File: src/rtl/multicycle_controller_pkg.sv
// Shared definitions for the multicycle controller and its neighbours
// (immediate generator, ALU control): opcode constants, state encoding,
// alu_op codes and trap_cause codes.
package multicycle_controller_pkg;

  // Controller states; the encoding is also exported on state_dbg.
  typedef enum logic [2:0] {
    StIdle      = 3'd0,
    StFetch     = 3'd1,
    StDecode    = 3'd2,
    StExecute   = 3'd3,
    StWriteback = 3'd4,
    StTrap      = 3'd5
  } state_e;

  // Supported major opcodes
  localparam logic [6:0] OpcImm    = 7'b0010011;
  localparam logic [6:0] OpcReg    = 7'b0110011;
  localparam logic [6:0] OpcBranch = 7'b1100011;

  // Branch funct3 values
  localparam logic [2:0] F3Beq = 3'b000;
  localparam logic [2:0] F3Bne = 3'b001;

  // alu_op codes
  localparam logic [1:0] AluAdd   = 2'b00;
  localparam logic [1:0] AluSub   = 2'b01;
  localparam logic [1:0] AluFunct = 2'b10;

  // trap_cause codes
  localparam logic [1:0] CauseNone    = 2'b00;
  localparam logic [1:0] CauseOpcode  = 2'b01;
  localparam logic [1:0] CauseFunct3  = 2'b10;
  localparam logic [1:0] CauseTimeout = 2'b11;

  // Width of the fetch watchdog counter; covers timeouts up to 255.
  localparam int unsigned WdogW = 8;

  function automatic logic opcode_legal(input logic [6:0] opc);
    return (opc == OpcImm) || (opc == OpcReg) || (opc == OpcBranch);
  endfunction

endpackage

File: src/rtl/multicycle_controller_fetch_watchdog.sv
// Fetch watchdog: counts FETCH cycles that end without an instruction
// memory ack and flags the cycle in which the count reaches the timeout.
//   clk     in  clock
//   rst_n   in  synchronous active-low reset
//   clear   in  hold counter at zero (asserted whenever not fetching)
//   tick    in  one FETCH cycle elapsed without ack
//   expired out this tick brings the count to Timeout
module fetch_watchdog
  import multicycle_controller_pkg::*;
#(
  parameter int unsigned Timeout = 15
) (
  input  logic clk,
  input  logic rst_n,
  input  logic clear,
  input  logic tick,
  output logic expired
);

  localparam logic [WdogW-1:0] LastCount = WdogW'(Timeout - 1);

  logic [WdogW-1:0] count_q;

  always_ff @(posedge clk) begin
    if (!rst_n) begin
      count_q <= '0;
    end else if (clear) begin
      count_q <= '0;
    end else if (tick) begin
      count_q <= count_q + WdogW'(1);
    end
  end

  // Combinational so the controller can leave FETCH on the tick that hits the limit.
  assign expired = tick && (count_q == LastCount);

endmodule

File: src/rtl/multicycle_controller.sv
// Multicycle CPU control FSM: IDLE -> FETCH -> DECODE -> EXECUTE
// [-> WRITEBACK] -> FETCH, with an absorbing TRAP state for illegal
// opcodes, illegal branch funct3 and fetch timeouts.
//   clk, rst_n      clock, synchronous active-low reset
//   imem_ack        fetch ack; instr_in valid in the same cycle
//   instr_in        instruction word
//   alu_zero        ALU zero flag, used during EXECUTE of a branch
//   imem_req        fetch request
//   ir_write        instruction register load strobe
//   opcode          registered IR[6:0]
//   alu_src_imm     ALU operand B from the immediate
//   alu_op          00 add, 01 sub, 10 funct-decoded
//   reg_write       register-file write enable
//   pc_write        PC update enable, pc_src selects PC+4 (0) or PC+imm (1)
//   trap            sticky error flag, trap_cause gives the reason
//   retire_count    retired-instruction counter (wraps)
//   state_dbg       current state encoding
module multicycle_controller
  import multicycle_controller_pkg::*;
#(
  parameter int unsigned MEM_TIMEOUT = 15,
  parameter int unsigned CNT_W       = 32
) (
  input  logic             clk,
  input  logic             rst_n,
  input  logic             imem_ack,
  input  logic [31:0]      instr_in,
  input  logic             alu_zero,
  output logic             imem_req,
  output logic             ir_write,
  output logic [6:0]       opcode,
  output logic             alu_src_imm,
  output logic [1:0]       alu_op,
  output logic             reg_write,
  output logic             pc_write,
  output logic             pc_src,
  output logic             trap,
  output logic [1:0]       trap_cause,
  output logic [CNT_W-1:0] retire_count,
  output logic [2:0]       state_dbg
);

  state_e           state_q, state_d;
  logic [31:0]      ir_q;
  logic [1:0]       cause_q, cause_d;
  logic [CNT_W-1:0] retire_q;
  logic             retire;
  logic             wdog_clear, wdog_tick, wdog_expired;
  logic [2:0]       funct3;
  logic             is_branch;

  assign funct3    = ir_q[14:12];
  assign is_branch = (ir_q[6:0] == OpcBranch);

  // The datapath owns the remaining IR fields.
  logic unused_ir;
  assign unused_ir = ^{ir_q[31:15], ir_q[11:7]};

  assign wdog_clear = (state_q != StFetch);
  assign wdog_tick  = (state_q == StFetch) && !imem_ack;

  fetch_watchdog #(
    .Timeout (MEM_TIMEOUT)
  ) u_fetch_watchdog (
    .clk     (clk),
    .rst_n   (rst_n),
    .clear   (wdog_clear),
    .tick    (wdog_tick),
    .expired (wdog_expired)
  );

  always_ff @(posedge clk) begin
    if (!rst_n) begin
      state_q  <= StIdle;
      ir_q     <= '0;
      cause_q  <= CauseNone;
      retire_q <= '0;
    end else begin
      state_q <= state_d;
      cause_q <= cause_d;
      if (ir_write) begin
        ir_q <= instr_in;
      end
      if (retire) begin
        retire_q <= retire_q + CNT_W'(1);
      end
    end
  end

  always_comb begin
    state_d     = state_q;
    cause_d     = cause_q;
    retire      = 1'b0;
    imem_req    = 1'b0;
    ir_write    = 1'b0;
    alu_src_imm = 1'b0;
    alu_op      = AluAdd;
    reg_write   = 1'b0;
    pc_write    = 1'b0;
    pc_src      = 1'b0;
    trap        = 1'b0;

    case (state_q)
      StIdle: begin
        state_d = StFetch;
      end
      StFetch: begin
        imem_req = 1'b1;
        if (imem_ack) begin
          // Gated by rst_n so a coincident reset keeps the strobe low.
          ir_write = rst_n;
          state_d  = StDecode;
        end else if (wdog_expired) begin
          state_d = StTrap;
          cause_d = CauseTimeout;
        end
      end
      StDecode: begin
        if (opcode_legal(ir_q[6:0])) begin
          state_d = StExecute;
        end else begin
          state_d = StTrap;
          cause_d = CauseOpcode;
        end
      end
      StExecute: begin
        alu_src_imm = (ir_q[6:0] == OpcImm);
        alu_op      = is_branch ? AluSub : AluFunct;
        if (is_branch) begin
          if ((funct3 == F3Beq) || (funct3 == F3Bne)) begin
            pc_write = 1'b1;
            pc_src   = (funct3 == F3Beq) ? alu_zero : !alu_zero;
            retire   = 1'b1;
            state_d  = StFetch;
          end else begin
            state_d = StTrap;
            cause_d = CauseFunct3;
          end
        end else begin
          state_d = StWriteback;
        end
      end
      StWriteback: begin
        alu_src_imm = (ir_q[6:0] == OpcImm);
        alu_op      = AluFunct;
        reg_write   = 1'b1;
        pc_write    = 1'b1;
        retire      = 1'b1;
        state_d     = StFetch;
      end
      StTrap: begin
        trap = 1'b1;
      end
      default: begin
        state_d = StIdle;
      end
    endcase
  end

  assign opcode       = ir_q[6:0];
  assign trap_cause   = cause_q;
  assign retire_count = retire_q;
  assign state_dbg    = state_q;

endmodule

File: config.mk
export PLATFORM = sky130hd
export DESIGN_NAME = multicycle_controller
export DESIGN_NICKNAME = d
export VERILOG_FILES = /design/src/rtl/multicycle_controller_pkg.sv /design/src/rtl/multicycle_controller_fetch_watchdog.sv /design/src/rtl/multicycle_controller.sv
export SDC_FILE = /design/constraint.sdc
export NUM_CORES = 1
export LEC_CHECK = 0
export ABC_AREA = 1
export ABC_CLOCK_PERIOD_IN_PS = 2900
export CORE_MARGIN = 5
export CORE_UTILIZATION = 52
export CTS_CLUSTER_DIAMETER = 30
export CTS_CLUSTER_SIZE = 14
export DETAILED_ROUTE_END_ITERATION = 7
export PLACE_DENSITY = 0.86
export REMOVE_ABC_BUFFERS = 1
export SKIP_CTS_REPAIR_TIMING = 1
export SLEW_MARGIN = 20
export SYNTH_ARGS = -nofsm -noshare
export SYNTH_HDL_FRONTEND = slang
export SYNTH_SLANG_ARGS = --single-unit
File: constraint.sdc
create_clock -name clk -period 2.9 [get_ports clk]
set_clock_uncertainty 0.15 [all_clocks]
set_input_delay 0.435 -clock clk [delete_from_list [all_inputs] [get_ports clk]]
set_output_delay 0.435 -clock clk [all_outputs]
set_load 0.02 [all_outputs]
==> results of run 1 <==
## layer usage
metal / wire, um / part of all wire (%) / up-vias / global-route usage (%)
li1: - / - / 1667 / -
met1: 3130 / 42 / 1451 / 23.2
met2: 3680 / 49 / 110 / 37.4
met3: 611 / 8.1 / 11 / 6.11
met4: 112 / 1.5 / 0 / 7.53
met5: 0 / 0 / - / 0
## final cells by class
class                      count  area share [%]
sequential                    55            28.2
inverter                      64            6.14
tap                           75            2.40
timing repair buffer          70            17.7
clock buffer                   8            2.56
multi-input combinational    359            43.1
## worst register-to-register path, cell delays in order (launching register included)
cell	delay, ps
dfxtp_1	440
nand2_2	120
nor2_4	170
nand3_2	130
nand2_4	260
buf_4	360
nand2_1	80
o21ai_0	150
nor2_1	50
## metrics by stage
| stage | power [uW] | instance area [um2] | cells | utilization, % |
|---|---|---|---|---|
| 6_report | 1500 | 3910 | 631 | 66.1 |
| 5_1_grt | 1580 | 3910 | 631 | 66.1 |
| 4_1_cts | 1520 | 3910 | 631 | 66.1 |
| 3_5_place_dp | 1060 | 3810 | 623 | 64.4 |
| 3_3_place_gp | 1060 | 3810 | 623 | 64.4 |
| 2_1_floorplan | 951 | 3030 | 478 | - |
## power groups by stage
stage / registers (uW) / clock network (uW) / logic (uW)
after floorplan: 830 / 0 / 120
after global placement: 812 / 0 / 244
after detailed placement: 813 / 0 / 249
after CTS: 796 / 473 / 251
after global routing: 799 / 506 / 274
final: 796 / 455 / 250
## synth_stat cells (4+ instances only)
cell,count
nand2_1,148
nor2_1,76
inv_1,59
dfxtp_1,55
a21oi_1,33
nand3_1,27
o21ai_0,20
buf_4,11
nand3_2,9
nand4_1,7
nor2_2,7
nor3_1,4
## state kept, by name, summed over array words and instances (netlist names)
name / flops
retire_count: 32
ir_q: 10
u_fetch_watchdog.count_q: 8
state_dbg: 3
trap_cause: 2
## logic make-up (layout without fill, tap and decap cells)
family,count (synthesis),after routing
and+or+nand+nor,293,293
buffers and inverters,81,142
AOI/OAI and AO/OA,57,57
DFF,55,55
xor gates and xnor gates,6,6
adders and majority gates,3,3
## final timing paths
| path | startpoint | to | cells after the start |
|---|---|---|---|
| worst max register to register | state_dbg[1]$_SDFFE_PN0P_ | retire_count[5]$_SDFFE_PN0P_ | 8 |
| worst min register to register | u_fetch_watchdog.count_q[2]$_SDFFE_PP0P_ | u_fetch_watchdog.count_q[2]$_SDFFE_PP0P_ | 2 |
| worst max-delay path | state_dbg[0]$_SDFFE_PN0P_ | ir_write | 7 |
| worst min-delay path | u_fetch_watchdog.count_q[2]$_SDFFE_PP0P_ | u_fetch_watchdog.count_q[2]$_SDFFE_PP0P_ | 2 |
==> impl_metrics.csv, run 1 <==
group,metric,value,unit
outcome,run_status,"finished with violations",
outcome,violations,"design-rule violations",
sta,rsz0062_at_grt,"no",
floorplanning,fp.coreArea,0.00592,mm2
routing,vias,3239,
yosys,synth.distinct_cells,35,
global_routing,grt_use_total,20.8,%
sta,hold_violations,0,
finish,mostFrequentLayoutCell,"nand2_1",
critical_path,cp_slowest_stage_delay,610,ps
yosys,async_reset_ff_share,0,%
yosys,syn-cell-area,0.00316,mm2
floorplanning,ioPinCount,89,
finish,drive_above_1_share,6.83,%
yosys,synthXorXnorAreaFrac,1.66,%
cts,cts_buffers,5,
yosys,synth_top_family_by_area,"simple AND/OR/NAND/NOR gates",
floorplanning,initial_core_util,53.3,%
floorplanning,fp.dieArea,0.00773,mm2
yosys,yosys.area.top_type,"dfxtp_1",
critical_path,startpoint_type,"register",
finish,area_growth,23.9,%
power,p_int,1090,uW
yosys,synth_enable_flop_cells,0,
placement,io_buffers,66,
finish,fin_nets,594,
yosys,yosysTopAreaCellShare,34.9,%
sta,clock.fmax,374,MHz
cts,cts_tree,"done",
routing,antenna_left,0,
hold_path,hp-class,"register to register",
power,power_density,384,mW/mm2
routing,drt-wirelength-per-cell,11.9,um
placement,hpwl,5.80,mm
routing,firstDrtPassIters,7,
finish,layout_common_cells,"148 x nand2_1, 76 x nor2_1, 66 x clkdlybuf4s50_1",
power,power_frac_comb,16.7,%
sta,tns,0,ps
yosys,avgSynthCellArea,6.38,um2
critical_path,critPathSlowestCell,"clkdlybuf4s50_1",
critical_path,reg2reg_slack,890,ps
critical_path,end_kind,"output pin",
yosys,yosysWarnings,0,
yosys,seq_area_frac_synth,34.9,%
cts,clock-sinks,55,
finish,n_antenna_cell,0,
yosys,synthTopCellsByArea,"dfxtp_1 35%, nand2_1 18%, nor2_1 9.0%",
power,switchingPower,409,uW
floorplanning,fp.dieH,87.9,um
finish,seqCellArea,0.00110,mm2
routing,drt-total-wl,7.53,mm
floorplanning,fp.dieW,87.9,um
routing,drc,1,
cts,htree_levels,2,
sta,holdWs,340,ps
floorplanning,rows,28,
yosys,synthFlopType,"dfxtp_1",
sta,drv_slew,0,
yosys,synth.ff_latch_count,55,
sta,fin_crit_sh,92.3,%
power,power.share.switching,27.3,%
cts,clockBufferDepth,2,
sta,fin_ws,223,ps
sta,setup_viol,0,
placement,preCtsSetupSlack,262,ps
global_routing,grt_pass1_wl,13.1,mm
power,leakage,0.00147,uW
finish,fillers,513,
yosys,syn-instance-count,495,
sta,worst-slew-pin-transition,586,ps
critical_path,crit_path_frequent_cell,"nor2_2",
global_routing,antenna_found_initial,0,
finish,multiInputGateArea,0.00169,mm2
cts,clockRootBuffer,"clkbuf_8",
global_routing,grt_pass1_vias,3115,
power,ir_drop,0.280,mV
cts,clk_latency,300,ps
flow_run,max_cap_violations,0,
critical_path,worstPathCellList,"inv_2, nor2_2, nand2_2, nor2_2, nand2_1, inv_1, clkdlybuf4s50_1",
routing,viasPerCell,5.13,
critical_path,worstPathArrival,2090,ps
sta,max_slew_margin,60.7,%
power,clkPwrFrac,30.3,%
critical_path,crit_path_max_fanout,5,
critical_path,critPathBufInv,3,
routing,drt_iter0_drc,169,
power,seqPwrFrac,53.0,%
yosys,synthAdderAreaFrac,1.19,%
global_routing,grt_max_degree,31,
sta,min_period,2680,ps
critical_path,cp_top_family,"buffers and inverters",
critical_path,required,2320,ps
cts,clk_pin_slew,80,ps
yosys,yosys.area_share.simple,41.3,%
placement,gp_congestion,0.829,
global_routing,grt.overflow.total,0,
critical_path,path_class,"register to output pin",
yosys,synth_mux_area_share,0,%
yosys,synth-compound-area-share,9.20,%
Note: power is estimated with default switching activity, not from simulation.
==> run 2, diff against run 1 <==
--- a/config.mk
+++ b/config.mk
@@ -7,7 +7,6 @@
 export LEC_CHECK = 0
 export ABC_AREA = 1
 export ABC_CLOCK_PERIOD_IN_PS = 2900
-export CORE_MARGIN = 5
 export CORE_UTILIZATION = 52
 export CTS_CLUSTER_DIAMETER = 30
 export CTS_CLUSTER_SIZE = 14
==> impl_metrics.csv, run 2 (synthesis results as in run 1) <==
group,metric,value,unit
outcome,run_status,"complete, no violations",
sta,fin_crit_sh,91.3,%
sta,rsz0062_at_grt,"no",
finish,final_cells,631,
finish,layout_common_cells,"148 x nand2_1, 76 x nor2_1, 66 x clkdlybuf4s50_1",
sta,drv_slew,0,
sta,max_slew_margin,60.9,%
finish,fillers,532,
finish,mostFrequentLayoutCell,"nand2_1",
routing,met2WireLength,3.54,mm
sta,setup_viol,0,
global_routing,grt_use_total,23.7,%
routing,drc,0,
critical_path,end_kind,"output pin",
placement,io_buffers,66,
routing,viasPerCell,5.12,
finish,area_growth,23.3,%
critical_path,reg2reg_slack,560,ps
sta,tns,0,ps
floorplanning,rows,28,
finish,drive_above_1_share,6.65,%
cts,cts_buffers,5,
sta,worst-slew-pin-transition,583,ps
global_routing,grt.overflow.total,0,
critical_path,r2r_start,"state_dbg[1]$_SDFFE_PN0P_",
floorplanning,ioPinCount,89,
hold_path,hold_start,"u_fetch_watchdog.count_q[2]$_SDFFE_PP0P_",
routing,drt-wirelength-per-cell,11.5,um
finish,fin_nets,594,
floorplanning,fp.dieH,79.9,um
sta,clock.fmax,378,MHz
placement,gp_congestion,0.855,
placement,placedCellCount,623,
critical_path,startpoint_type,"register",
cts,clockRootBuffer,"clkbuf_8",
sta,min_period,2650,ps
cts,clockBufferDepth,2,
placement,place_area,0.00381,mm2
finish,design_area,0.00389,mm2
critical_path,required,2320,ps
global_routing,antenna_found_initial,0,
global_routing,grt_max_degree,54,
cts,clk_latency,300,ps
floorplanning,initial_core_util,53.6,%
floorplanning,fp.dieW,79.9,um
sta,hold_violations,0,
routing,drt_iter0_drc,169,
hold_path,hold_end,"u_fetch_watchdog.count_q[2]$_SDFFE_PP0P_",
cts,htree_levels,2,
power,ir_drop,0.270,mV
sta,holdWs,342,ps
floorplanning,fp.dieArea,0.00639,mm2
critical_path,worstPathArrival,2060,ps
hold_path,hp-class,"register to register",
critical_path,path_class,"register to output pin",
cts,clk_pin_slew,90,ps
critical_path,crit_path_max_fanout,5,
finish,largest_reg_flops,32,
finish,n_antenna_cell,0,
critical_path,reg2reg_to,"retire_count[1]$_SDFFE_PN0P_",
placement,hpwl,5.42,mm
critical_path,rr_worst_depth,8,
floorplanning,fp.coreArea,0.00589,mm2
global_routing,grt_pass1_wl,12.2,mm
routing,firstDrtPassIters,4,
power,power_density,373,mW/mm2
cts,clock-sinks,55,
routing,antenna_left,0,
power,leakage,0.00146,uW
routing,wl_met3,463,um
global_routing,grt_pass1_vias,2902,
routing,highest_layer,"met4",
routing,vias,3228,
flow_run,max_cap_violations,0,
routing,met1_length,3.18,mm
routing,drt-total-wl,7.24,mm
hold_path,holdPathStages,2,
cts,cts_tree,"done",
-- run 2: cell count changes in the layout (fill, tap and decap cells not counted) --
| cell | before | now |
|---|---|---|
| clkbuf_8 | 7 | 5 |
| clkbuf_1 | 1 | 2 |
| clkinv_2 | 0 | 1 |
-- run 2: worst max path at each step --
stage / startpoint / endpoint / slack, ps / depth (start not counted)
2_1_floorplan: state_dbg[0]$_SDFFE_PN0P_ / alu_src_imm / 740 / 5
3_3_place_gp: rst_n / ir_write / 270 / 6
3_5_place_dp: rst_n / ir_write / 270 / 6
4_1_cts: state_dbg[0]$_SDFFE_PN0P_ / ir_write / 220 / 7
5_1_grt: state_dbg[0]$_SDFFE_PN0P_ / ir_write / 120 / 7
6_report: state_dbg[0]$_SDFFE_PN0P_ / ir_write / 250 / 7
-- run 2: final cells by class --
type                       instances  area (um2)  area share, %
timing repair buffer              70         691           17.7
multi-input combinational        359        1690           43.3
inverter                          64         240           6.17
clock inverter                     1        5.00          0.129
tap                               75        93.8           2.41
clock buffer                       7        76.3           1.96
sequential                        55        1100           28.3
-- run 2: per-layer routing --
metal | vias up | global-route usage, %
li1 | 1657 | -
met2 | 92 | 43.4
met5 | - | 0
met3 | 6 | 5.26
met1 | 1473 | 27.9
met4 | 0 | 5.54
-- run 2: metrics by stage --
step / utilization (%) / total power [uW] / setup slack (ps)
floorplan: - / 951 / 739
global placement: 64.8 / 1060 / 267
detailed placement: 64.8 / 1060 / 266
CTS: 66.1 / 1470 / 220
global route: 66.1 / 1520 / 117
finish: 66.1 / 1450 / 252
-- run 2: where the power goes --
part           switching, uW  internal [uW]
Sequential              20.0            776
Clock                    236            170
Combinational            152           97.4
-- run 2: worst max-delay path: stages, from the launching register on --
cell	delay [ps]
dfxtp_1	420
inv_2	90
nor2_2	100
nand2_2	140
nor2_2	250
nand2_1	80
inv_1	90
clkdlybuf4s50_1	600
